`src/rtl/uart_pkg.sv`:
```
// Shared UART definitions: line-state enum, line levels and frame constants.
// Reused by the TX path here and by the future RX rewrite.
package uart_pkg;

    typedef enum logic [2:0] {
        IDLE   = 3'd0,
        START  = 3'd1,
        DATA   = 3'd2,
        PARITY = 3'd3,
        STOP   = 3'd4
    } uart_state_e;

    localparam logic START_BIT  = 1'b0;
    localparam logic STOP_BIT   = 1'b1;
    localparam logic IDLE_LEVEL = 1'b1;

    localparam int DATA_W               = 8;
    localparam int DEFAULT_CLKS_PER_BIT = 434;

    // Even parity: the parity bit makes the total count of ones even.
    function automatic logic even_parity(input logic [DATA_W-1:0] b);
        return ^b;
    endfunction

endpackage

```
`src/rtl/uart_sync_fifo.sv`:
```
// Synchronous first-word-fall-through FIFO; dout always shows the head entry.
// Pushes are refused when full and pops are ignored when empty.
module uart_sync_fifo #(
    parameter int DEPTH = 16,
    parameter int WIDTH = 8
) (
    input  logic                     clk,
    input  logic                     rst,
    input  logic                     push,
    input  logic                     pop,
    input  logic [WIDTH-1:0]         din,
    output logic [WIDTH-1:0]         dout,
    output logic [$clog2(DEPTH):0]   count,
    output logic                     full,
    output logic                     empty
);

    localparam int PTR_W = $clog2(DEPTH);
    localparam int CNT_W = PTR_W + 1;

    logic [PTR_W-1:0] wr_ptr_q, wr_ptr_d;
    logic [PTR_W-1:0] rd_ptr_q, rd_ptr_d;
    logic [CNT_W-1:0] count_q, count_d;
    logic [WIDTH-1:0] mem_q [DEPTH];
    logic             push_ok;
    logic             pop_ok;

    assign full    = (count_q == CNT_W'(DEPTH));
    assign empty   = (count_q == '0);
    assign push_ok = push && !full;
    assign pop_ok  = pop && !empty;
    assign count   = count_q;
    assign dout    = mem_q[rd_ptr_q];

    always_comb begin
        // NOTE: every output of this block gets a default first so no path leaves it unassigned (no latch).
        wr_ptr_d = wr_ptr_q;
        rd_ptr_d = rd_ptr_q;
        count_d  = count_q;
        if (push_ok) wr_ptr_d = wr_ptr_q + 1'b1;
        if (pop_ok)  rd_ptr_d = rd_ptr_q + 1'b1;
        count_d = count_q + {{PTR_W{1'b0}}, push_ok} - {{PTR_W{1'b0}}, pop_ok};
    end

    // NOTE: sequential state uses non-blocking assignments so all flops update together at the edge.
    always_ff @(posedge clk or posedge rst) begin
        if (rst) begin
            wr_ptr_q <= '0;
            rd_ptr_q <= '0;
            count_q  <= '0;
        end else begin
            wr_ptr_q <= wr_ptr_d;
            rd_ptr_q <= rd_ptr_d;
            count_q  <= count_d;
        end
    end

    // NOTE: storage is deliberately not reset; the pointers alone define which entries are valid.
    always_ff @(posedge clk) begin
        if (push_ok) mem_q[wr_ptr_q] <= din;
    end

endmodule

```
`src/rtl/uart_tx_fifo.sv`:
```
// Buffered 8N1 UART transmitter with internal baud counter and FIFO.
// Define UART_TX_PARITY_EN to insert an even-parity bit after the data bits.
module uart_tx_fifo
    import uart_pkg::*;
#(
    parameter int CLKS_PER_BIT = DEFAULT_CLKS_PER_BIT,
    parameter int FIFO_DEPTH   = 16
) (
    input  logic                          clk,
    input  logic                          rst,
    input  logic                          wr_en,
    input  logic [DATA_W-1:0]             wr_data,
    input  logic                          clr_ovf,
    output logic                          full,
    output logic [$clog2(FIFO_DEPTH):0]   fifo_count,
    output logic                          busy,
    output logic                          ovf,
    output logic                          tx_pin_out
);

    localparam logic [15:0] BAUD_LAST = 16'(CLKS_PER_BIT - 1);

    uart_state_e        state_q, state_d;
    logic [15:0]        baud_q, baud_d;
    logic [2:0]         bit_q, bit_d;
    logic [DATA_W-1:0]  shift_q, shift_d;
    logic               tx_q, tx_d;
    logic               busy_q, busy_d;
    logic               ovf_q, ovf_d;
    logic               fifo_pop;
    logic               fifo_empty;
    logic [DATA_W-1:0]  fifo_dout;
    logic               bit_done;
`ifdef UART_TX_PARITY_EN
    logic               parity_q, parity_d;
`endif

    uart_sync_fifo #(
        .DEPTH (FIFO_DEPTH),
        .WIDTH (DATA_W)
    ) u_fifo (
        .clk   (clk),
        .rst   (rst),
        .push  (wr_en),
        .pop   (fifo_pop),
        .din   (wr_data),
        .dout  (fifo_dout),
        .count (fifo_count),
        .full  (full),
        .empty (fifo_empty)
    );

    assign bit_done   = (baud_q == BAUD_LAST);
    assign tx_pin_out = tx_q;
    assign busy       = busy_q;
    assign ovf        = ovf_q;

    always_comb begin
        state_d  = state_q;
        baud_d   = bit_done ? 16'd0 : baud_q + 16'd1;
        bit_d    = bit_q;
        shift_d  = shift_q;
        fifo_pop = 1'b0;
`ifdef UART_TX_PARITY_EN
        parity_d = parity_q;
`endif

        unique case (state_q)
            IDLE: begin
                baud_d = '0;
                if (!fifo_empty) begin
                    fifo_pop = 1'b1;
                    shift_d  = fifo_dout;
`ifdef UART_TX_PARITY_EN
                    parity_d = even_parity(fifo_dout);
`endif
                    state_d  = START;
                end
            end
            START: begin
                if (bit_done) begin
                    bit_d   = '0;
                    state_d = DATA;
                end
            end
            DATA: begin
                if (bit_done) begin
                    shift_d = shift_q >> 1;
                    if (bit_q == 3'd7) begin
`ifdef UART_TX_PARITY_EN
                        state_d = PARITY;
`else
                        state_d = STOP;
`endif
                    end else begin
                        bit_d = bit_q + 3'd1;
                    end
                end
            end
`ifdef UART_TX_PARITY_EN
            PARITY: begin
                if (bit_done) state_d = STOP;
            end
`endif
            STOP: begin
                // Chain straight into the next frame so back-to-back bytes leave no idle gap.
                if (bit_done) begin
                    if (!fifo_empty) begin
                        fifo_pop = 1'b1;
                        shift_d  = fifo_dout;
`ifdef UART_TX_PARITY_EN
                        parity_d = even_parity(fifo_dout);
`endif
                        state_d  = START;
                    end else begin
                        state_d = IDLE;
                    end
                end
            end
            default: state_d = IDLE;
        endcase

        if (state_d != state_q) baud_d = '0;

        // The line level is registered from the next state so tx_pin_out is a pure flop output.
        unique case (state_d)
            START:   tx_d = START_BIT;
            DATA:    tx_d = shift_d[0];
`ifdef UART_TX_PARITY_EN
            PARITY:  tx_d = parity_d;
`endif
            STOP:    tx_d = STOP_BIT;
            default: tx_d = IDLE_LEVEL;
        endcase

        busy_d = (state_d != IDLE);

        ovf_d = ovf_q;
        if (clr_ovf)        ovf_d = 1'b0;
        if (wr_en && full)  ovf_d = 1'b1;
    end

    always_ff @(posedge clk or posedge rst) begin
        if (rst) begin
            state_q  <= IDLE;
            baud_q   <= '0;
            bit_q    <= '0;
            shift_q  <= '0;
            tx_q     <= IDLE_LEVEL;
            busy_q   <= 1'b0;
            ovf_q    <= 1'b0;
`ifdef UART_TX_PARITY_EN
            parity_q <= 1'b0;
`endif
        end else begin
            state_q  <= state_d;
            baud_q   <= baud_d;
            bit_q    <= bit_d;
            shift_q  <= shift_d;
            tx_q     <= tx_d;
            busy_q   <= busy_d;
            ovf_q    <= ovf_d;
`ifdef UART_TX_PARITY_EN
            parity_q <= parity_d;
`endif
        end
    end

endmodule

```
`config.mk`:
```
export PLATFORM = sky130hd
export DESIGN_NAME = uart_tx_fifo
export DESIGN_NICKNAME = d
export VERILOG_FILES = /design/src/rtl/uart_pkg.sv /design/src/rtl/uart_sync_fifo.sv /design/src/rtl/uart_tx_fifo.sv
export SDC_FILE = /design/constraint.sdc
export NUM_CORES = 1
export LEC_CHECK = 0
export CORE_MARGIN = 2
export CORE_UTILIZATION = 44
export DETAILED_ROUTE_END_ITERATION = 8
export PLACE_DENSITY = 0.67
export SYNTH_ARGS = -nofsm -noshare
export SYNTH_HDL_FRONTEND = slang
export SYNTH_SLANG_ARGS = --single-unit
```
`constraint.sdc`:
```
create_clock -name clk -period 3.3 [get_ports clk]
set_input_delay 0.66 -clock clk [delete_from_list [all_inputs] [get_ports clk]]
set_output_delay 0.66 -clock clk [all_outputs]
set_load 0.005 [all_outputs]
```
Word level (Yosys, flattened, before mapping). Memory sizes are Yosys's and may differ from the RTL's. Index checks and enable logic that the tools add are counted.

Add/sub/neg operators: 6. Eq/ne operators: 13. Multiplexer cells: 26. Reductions and logical operators: 13.

Operators with widths (count): $mux 16 (3); $mux 3 (8); $mux 8 (3); $pmux 8 s3 (1); $add 16x1->16 const B (1); $eq 16x9->1 const B (1); $pmux 3 s4 (1); $add 4x1->4 const B (2); $ne 2x2->1 const B (4); $mux 1 (7); $eq 3x1->1 const B (2); $eq 3x2->1 const B (2); $eq 3x3->1 const B (2); $pmux 3 s2 (1); $reduce_bool 3->1 (2); $add 5x1->5 (1); $eq 5x5->1 const B (1); $logic_not 5->1 (1); $sub 5x1->5 (1); $pmux 1 s2 (2); $reduce_and 4->1 (1); $reduce_bool 2->1 (2); $add 3x1->3 const B (1); $logic_and 1x1->1 (3); other kinds (4) (5).

Register bits: 46. RAM bits: 128. Input bits: 12. Word-level logic and storage cells: 70. Memories: 1.

Memories: u_fifo.mem_q (depth 16, width 8, rd ports 1, clocked after Yosys merged registers in 0, wr ports 1, line uart_sync_fifo.sv:24) `logic [WIDTH-1:0] mem_q [DEPTH];`.

Depth between registers and ports, before layout.
Depth in word-level cells: 6. Gate-level depth with buffers: 17. Depth with buffers taken out: 17.

Hierarchy. Synthesis repeated with hierarchy kept, for this count alone.

Cells, all modules: 497. Area, all modules: 7663.6 um^2.

Modules (own cells, without submodules): uart_sync_fifo (instances 1, cells each 320, area each 5866.9 um^2, sequential area each 4169.0 um^2); uart_tx_fifo (instances 1, cells each 177, area each 1796.7 um^2, sequential area each 827.0 um^2).

Worst setup path before layout. No wires, ideal clock.

Path type: reg2reg. Start: reg baud_q[10]. End: reg u_fifo.count_q[4], in the netlist u_fifo.count[4]. Data arrival time: 2953 ps. Required time: 3175 ps. Path slack: 222 ps. Cell stages (with the launch flop): 16. Buffers on the path: 0. Period minus slack after synthesis: 3078 ps. Path through: dfrtp_1 or4b_1 or4_4 o21ai_4 nand2_2 inv_1 ha_1 inv_1 ha_1 inv_1 fa_1 inv_1 a21oi_1 nor2_1 nor2_1 xnor2_1.

Word-level cells in the longest chain between the ends: 5.

Ends and longest elaborated chain: start, declared (line uart_tx_fifo.sv:24) `logic [15:0] baud_q, baud_d;`; start signal, assigned (line uart_tx_fifo.sv:157) `baud_q <= baud_d;`; $eq 16x9->1 (line uart_tx_fifo.sv:53) `assign bit_done = (baud_q == BAUD_LAST);`; $mux 1 (line uart_tx_fifo.sv:107) `if (bit_done) begin`; $pmux 1 s2 (line uart_tx_fifo.sv:68) `unique case (state_q)`; $logic_and 1x1->1 (line uart_sync_fifo.sv:31) `assign pop_ok = pop && !empty;`; net u_fifo.pop_ok (line uart_sync_fifo.sv:26) `logic pop_ok;`; $sub 5x1->5 (line uart_sync_fifo.sv:42) `count_d = count_q + {{PTR_W{1'b0}}, push_ok} - {{PTR_W{1'b0}}, pop_ok};`; net u_fifo.count_d[4] (line uart_sync_fifo.sv:23) `logic [CNT_W-1:0] count_q, count_d;`; end signal, assigned (line uart_sync_fifo.sv:54) `count_q <= count_d;`; end, declared (line uart_sync_fifo.sv:23).

The timed path passes the listed nets, and every way through them passes these cells. A chain may end at the register's enable or synchronous reset.

Final worst setup path.
Start: reg baud_q[9]. End: reg u_fifo.count_q[4], in the netlist u_fifo.count[4].

Same word-level chain as after synthesis.

==> impl_metrics.ini <==
[sta]
fin_ws_ps = 158
fmax_mhz = 318
rsz0062_at_grt = no
hold_viol = 0
finalWorstPathRequiredPeriod_ps = 3140
fin_tns_setup_ps = 0
maxSlewViolCount = 0
worst_slew_pin_slew_ps = 983
finClkSkew_ps = 9.49
setup_viol = 0
slew-limit-headroom = 0.345
period_share = 0.952

[setup_path]
worstSetupPathType = flip-flop to flip-flop
r2r-start = baud_q[9]$_DFF_PP0_
critPathMaxFanout = 3
crit_end = u_fifo.count[4]$_DFF_PP0_
crit_slowest_cell = or4b_1
crit_chain = or4b_1, or4_4, o21ai_4, nand2_2, inv_1, ha_1, inv_1, ha_1, inv_1, fa_1, inv_1, a21oi_1, nor2_1, nor2_1, xnor2_1
ff2ff_path_depth = 15
cp.arrival_ps = 3450
cp.buffers_inverters = 4
r2r_slack_ps = 160
start_kind = flip-flop
end_kind = flip-flop
startpoint = baud_q[9]$_DFF_PP0_
critical_path_depth = 15
slowest_delay_ps = 570
cp_common_cell = inv_1
crit_family = simple AND/OR/NAND/NOR gates
critical_path_required_ps = 3600
r2r-end = u_fifo.count[4]$_DFF_PP0_

[synthesis]
synth_xor_xnor_area_share = 0.0295
yosysSeqAreaShare = 0.674
synthAdderAreaFrac = 0.0280
synthCells = 464
yosys.area_share.simple = 0.0863
muxShareOfSynthArea = 0.122
yosysWarnings = 0
synth_top_family_by_area = multiplexers
syn_nets = 492
synth.avg_cell_area_sq_um = 16.0
synth-seq-cells = 174
synth_compound_area_frac = 0.0351
syn-cell-area_sq_um = 7410
ys_types = 53

[route]
totalWireLength_microns = 13900
drt_pass1_iterations = 5
dr_wl_met3_microns = 657
top_layer = met4
wl_met2_microns = 6920
drc = 0
drt_iter0_drc = 298
wire_per_inst_microns = 18.8
postRouteAntennaNets = 0
viasPerCell = 5.46
vias = 4032
wl_met1_microns = 6140

[placement]
place_ws_ps = 156
dpl-instance-area_sq_um = 7990
numPortBuffers = 20
hpwlAfterDp_microns = 9160
gp_congestion = 0.739

[die]
die_area_sq_um = 17900
dieWidth_microns = 134
fp.dieH_microns = 134
ios = 21
initial_core_util = 0.448
rows = 47
core-area_sq_um = 16500

[clock_network]
cts.clk_slew.worst_paths_ps = 70
root_buffer = clkbuf_16
cts_tree = built
cts_setup_buffers = 0
cts_resized = 0
postCtsHoldBufs = 0
htreeDepth = 4
worstSkewPairLatency_ps = 430
clockBufferDepth = 2
cts_buffers = 17
cts.sinks = 174

[layout]
fill_cells = 1356
drive_gt1_frac = 0.210
multi_input_area_sq_um = 2230
nets = 535
seq_area_sq_um = 5000
area_growth_pct = 15.5
design_area_sq_um = 8560
diodes = 0

[global_route]
antenna_found_initial = 0
track_usage = 0.169
grt_max_degree = 36
grt_pass1_wl_microns = 22500
grt_pass1_vias = 4164
grt.overflow.total = 0

[pwr]
clkPwrFrac = 0.364
ir_drop_mv = 0.428
power.switching_uw = 1350
combPwrFrac = 0.130
leakage_uw = 0.00304
internal-power_uw = 3970
switching_share = 0.254
power.density_nw_per_um2 = 622
pwr-share-seq = 0.506
fin_total_pwr_uw = 5320

[job]
maxCapViolations = 0

[hold_path]
hold_class = flip-flop to flip-flop

[outcome]
outcome = finished, final reports clean
[kinds of logic after synthesis]
| kind of cell | Yosys count |
|---|---|
| flip-flops | 174 |
| buffers and inverters | 41 |
| AND/OR/NAND/NOR | 126 |
| AO/OA/AOI/OAI | 33 |
| XOR/XNOR | 25 |
| multiplexers | 49 |
| adder cells (fa/ha/maj) | 16 |
[flip-flops by register name, summed over array words and instances (netlist names), 3 cells and up]
register,flops
u_fifo.count,5
u_fifo.mem_q,128
u_fifo.rd_ptr_q,4
state_q,3
shift_q,8
baud_q,16
bit_q,3
u_fifo.wr_ptr_q,4
[tightest hold or removal path, delay by kind of cell, from the launching register on]
kind          cells  cell delay, ps
flops             1             340
simple gates      2             140
[cell type report]
cell class / instances / share of cell area
Clock buffer: 17 / 0.0497
Clock inverter: 14 / 0.0170
Inverter: 18 / 0.00789
Multi-Input combinational cell: 249 / 0.261
Sequential cell: 174 / 0.584
Tap cell: 220 / 0.0322
Timing Repair Buffer: 47 / 0.0485
[metal layers]
| metal | vias up | global-route usage |
|---|---|---|
| li1 | 1863 | - |
| met1 | 2070 | 0.214 |
| met2 | 83 | 0.281 |
| met3 | 16 | 0.0503 |
| met4 | 0 | 0.0514 |
| met5 | - | 0 |
[cell usage in the layout, fill, tap and decap left out, types with 8 or more instances in the layout]
cell | Yosys | layout
nor3_1 | 8 | 8
nand2_1 | 21 | 21
buf_4 | 2 | 26
nand3_1 | 26 | 26
mux2_2 | 8 | 8
ha_1 | 15 | 15
clkbuf_16 | 0 | 17
clkdlybuf4s50_1 | 0 | 20
dfrtp_1 | 45 | 44
xor2_1 | 9 | 9
xnor2_1 | 16 | 16
inv_1 | 18 | 17
nor2_1 | 40 | 40
edfxtp_1 | 128 | 128
mux4_2 | 32 | 32
mux2i_1 | 8 | 8
[worst min path at each step]
stage	from	to	cells after the start
2_1_floorplan	shift_q[7]$_DFFE_PP0P_	shift_q[7]$_DFFE_PP0P_	1
3_3_place_gp	shift_q[7]$_DFFE_PP0P_	shift_q[7]$_DFFE_PP0P_	1
4_1_cts	shift_q[6]$_DFFE_PP0P_	shift_q[5]$_DFFE_PP0P_	2
5_1_grt	shift_q[4]$_DFFE_PP0P_	shift_q[3]$_DFFE_PP0P_	2
3_5_place_dp	shift_q[7]$_DFFE_PP0P_	shift_q[7]$_DFFE_PP0P_	1
6_report	shift_q[6]$_DFFE_PP0P_	shift_q[5]$_DFFE_PP0P_	2
[synth_stat cells (all sizes together)]
library cell / n / area share
xnor2: 16 / 0.019
or4: 3 / 0.0035
nor3: 9 / 0.0076
nor4b: 1 / 0.0012
nand3: 27 / 0.020
clkbuf: 9 / 0.0046
a221oi: 1 / 0.0012
a22o: 1 / 0.0012
a32oi: 1 / 0.0012
a31oi: 1 / 0.0017
buf: 14 / 0.011
o211ai: 2 / 0.0020
nor2: 40 / 0.020
a311o: 1 / 0.0014
mux2i: 8 / 0.011
and4: 2 / 0.0024
a21o: 2 / 0.0020
dfrtp: 45 / 0.15
nor3b: 1 / 0.0010
inv: 18 / 0.0091
nor2b: 1 / 0.00084
dfstp: 1 / 0.0035
o211a: 1 / 0.0014
or4b: 1 / 0.0014
nor4: 2 / 0.0017
a32o: 1 / 0.0014
nand4: 6 / 0.0051
and2: 3 / 0.0025
o21ai: 4 / 0.0042
mux2: 9 / 0.014
fa: 1 / 0.0027
nand2b: 3 / 0.0025
o2bb2ai: 3 / 0.0035
nand2: 22 / 0.011
edfxtp: 128 / 0.52
o2111ai: 7 / 0.0083
a22oi: 1 / 0.0010
xor2: 9 / 0.011
nand4bb: 1 / 0.0015
or2: 1 / 0.00084
ha: 15 / 0.025
and3: 3 / 0.0025
mux4: 32 / 0.097
a21oi: 7 / 0.0047
[power by group through the flow]
stage | Sequential [uW] | Clock (uW) | Combinational, uW
global route | 2720 | 2070 | 783
CTS | 2690 | 1990 | 705
floorplan | 2690 | 0 | 445
global placement | 2720 | 0 | 671
finish | 2690 | 1940 | 691
detailed placement | 2740 | 0 | 701
[metrics by stage]
| step | hold slack [ps] | std cells | util |
|---|---|---|---|
| floorplan | 456 | 464 | - |
| finish | 501 | 739 | 0.518 |
| detailed placement | 496 | 708 | 0.483 |
| CTS | 506 | 739 | 0.518 |
| global placement | 474 | 708 | 0.483 |
| global route | 529 | 739 | 0.518 |
No activity file was read; power rests on OpenSTA's default activity.
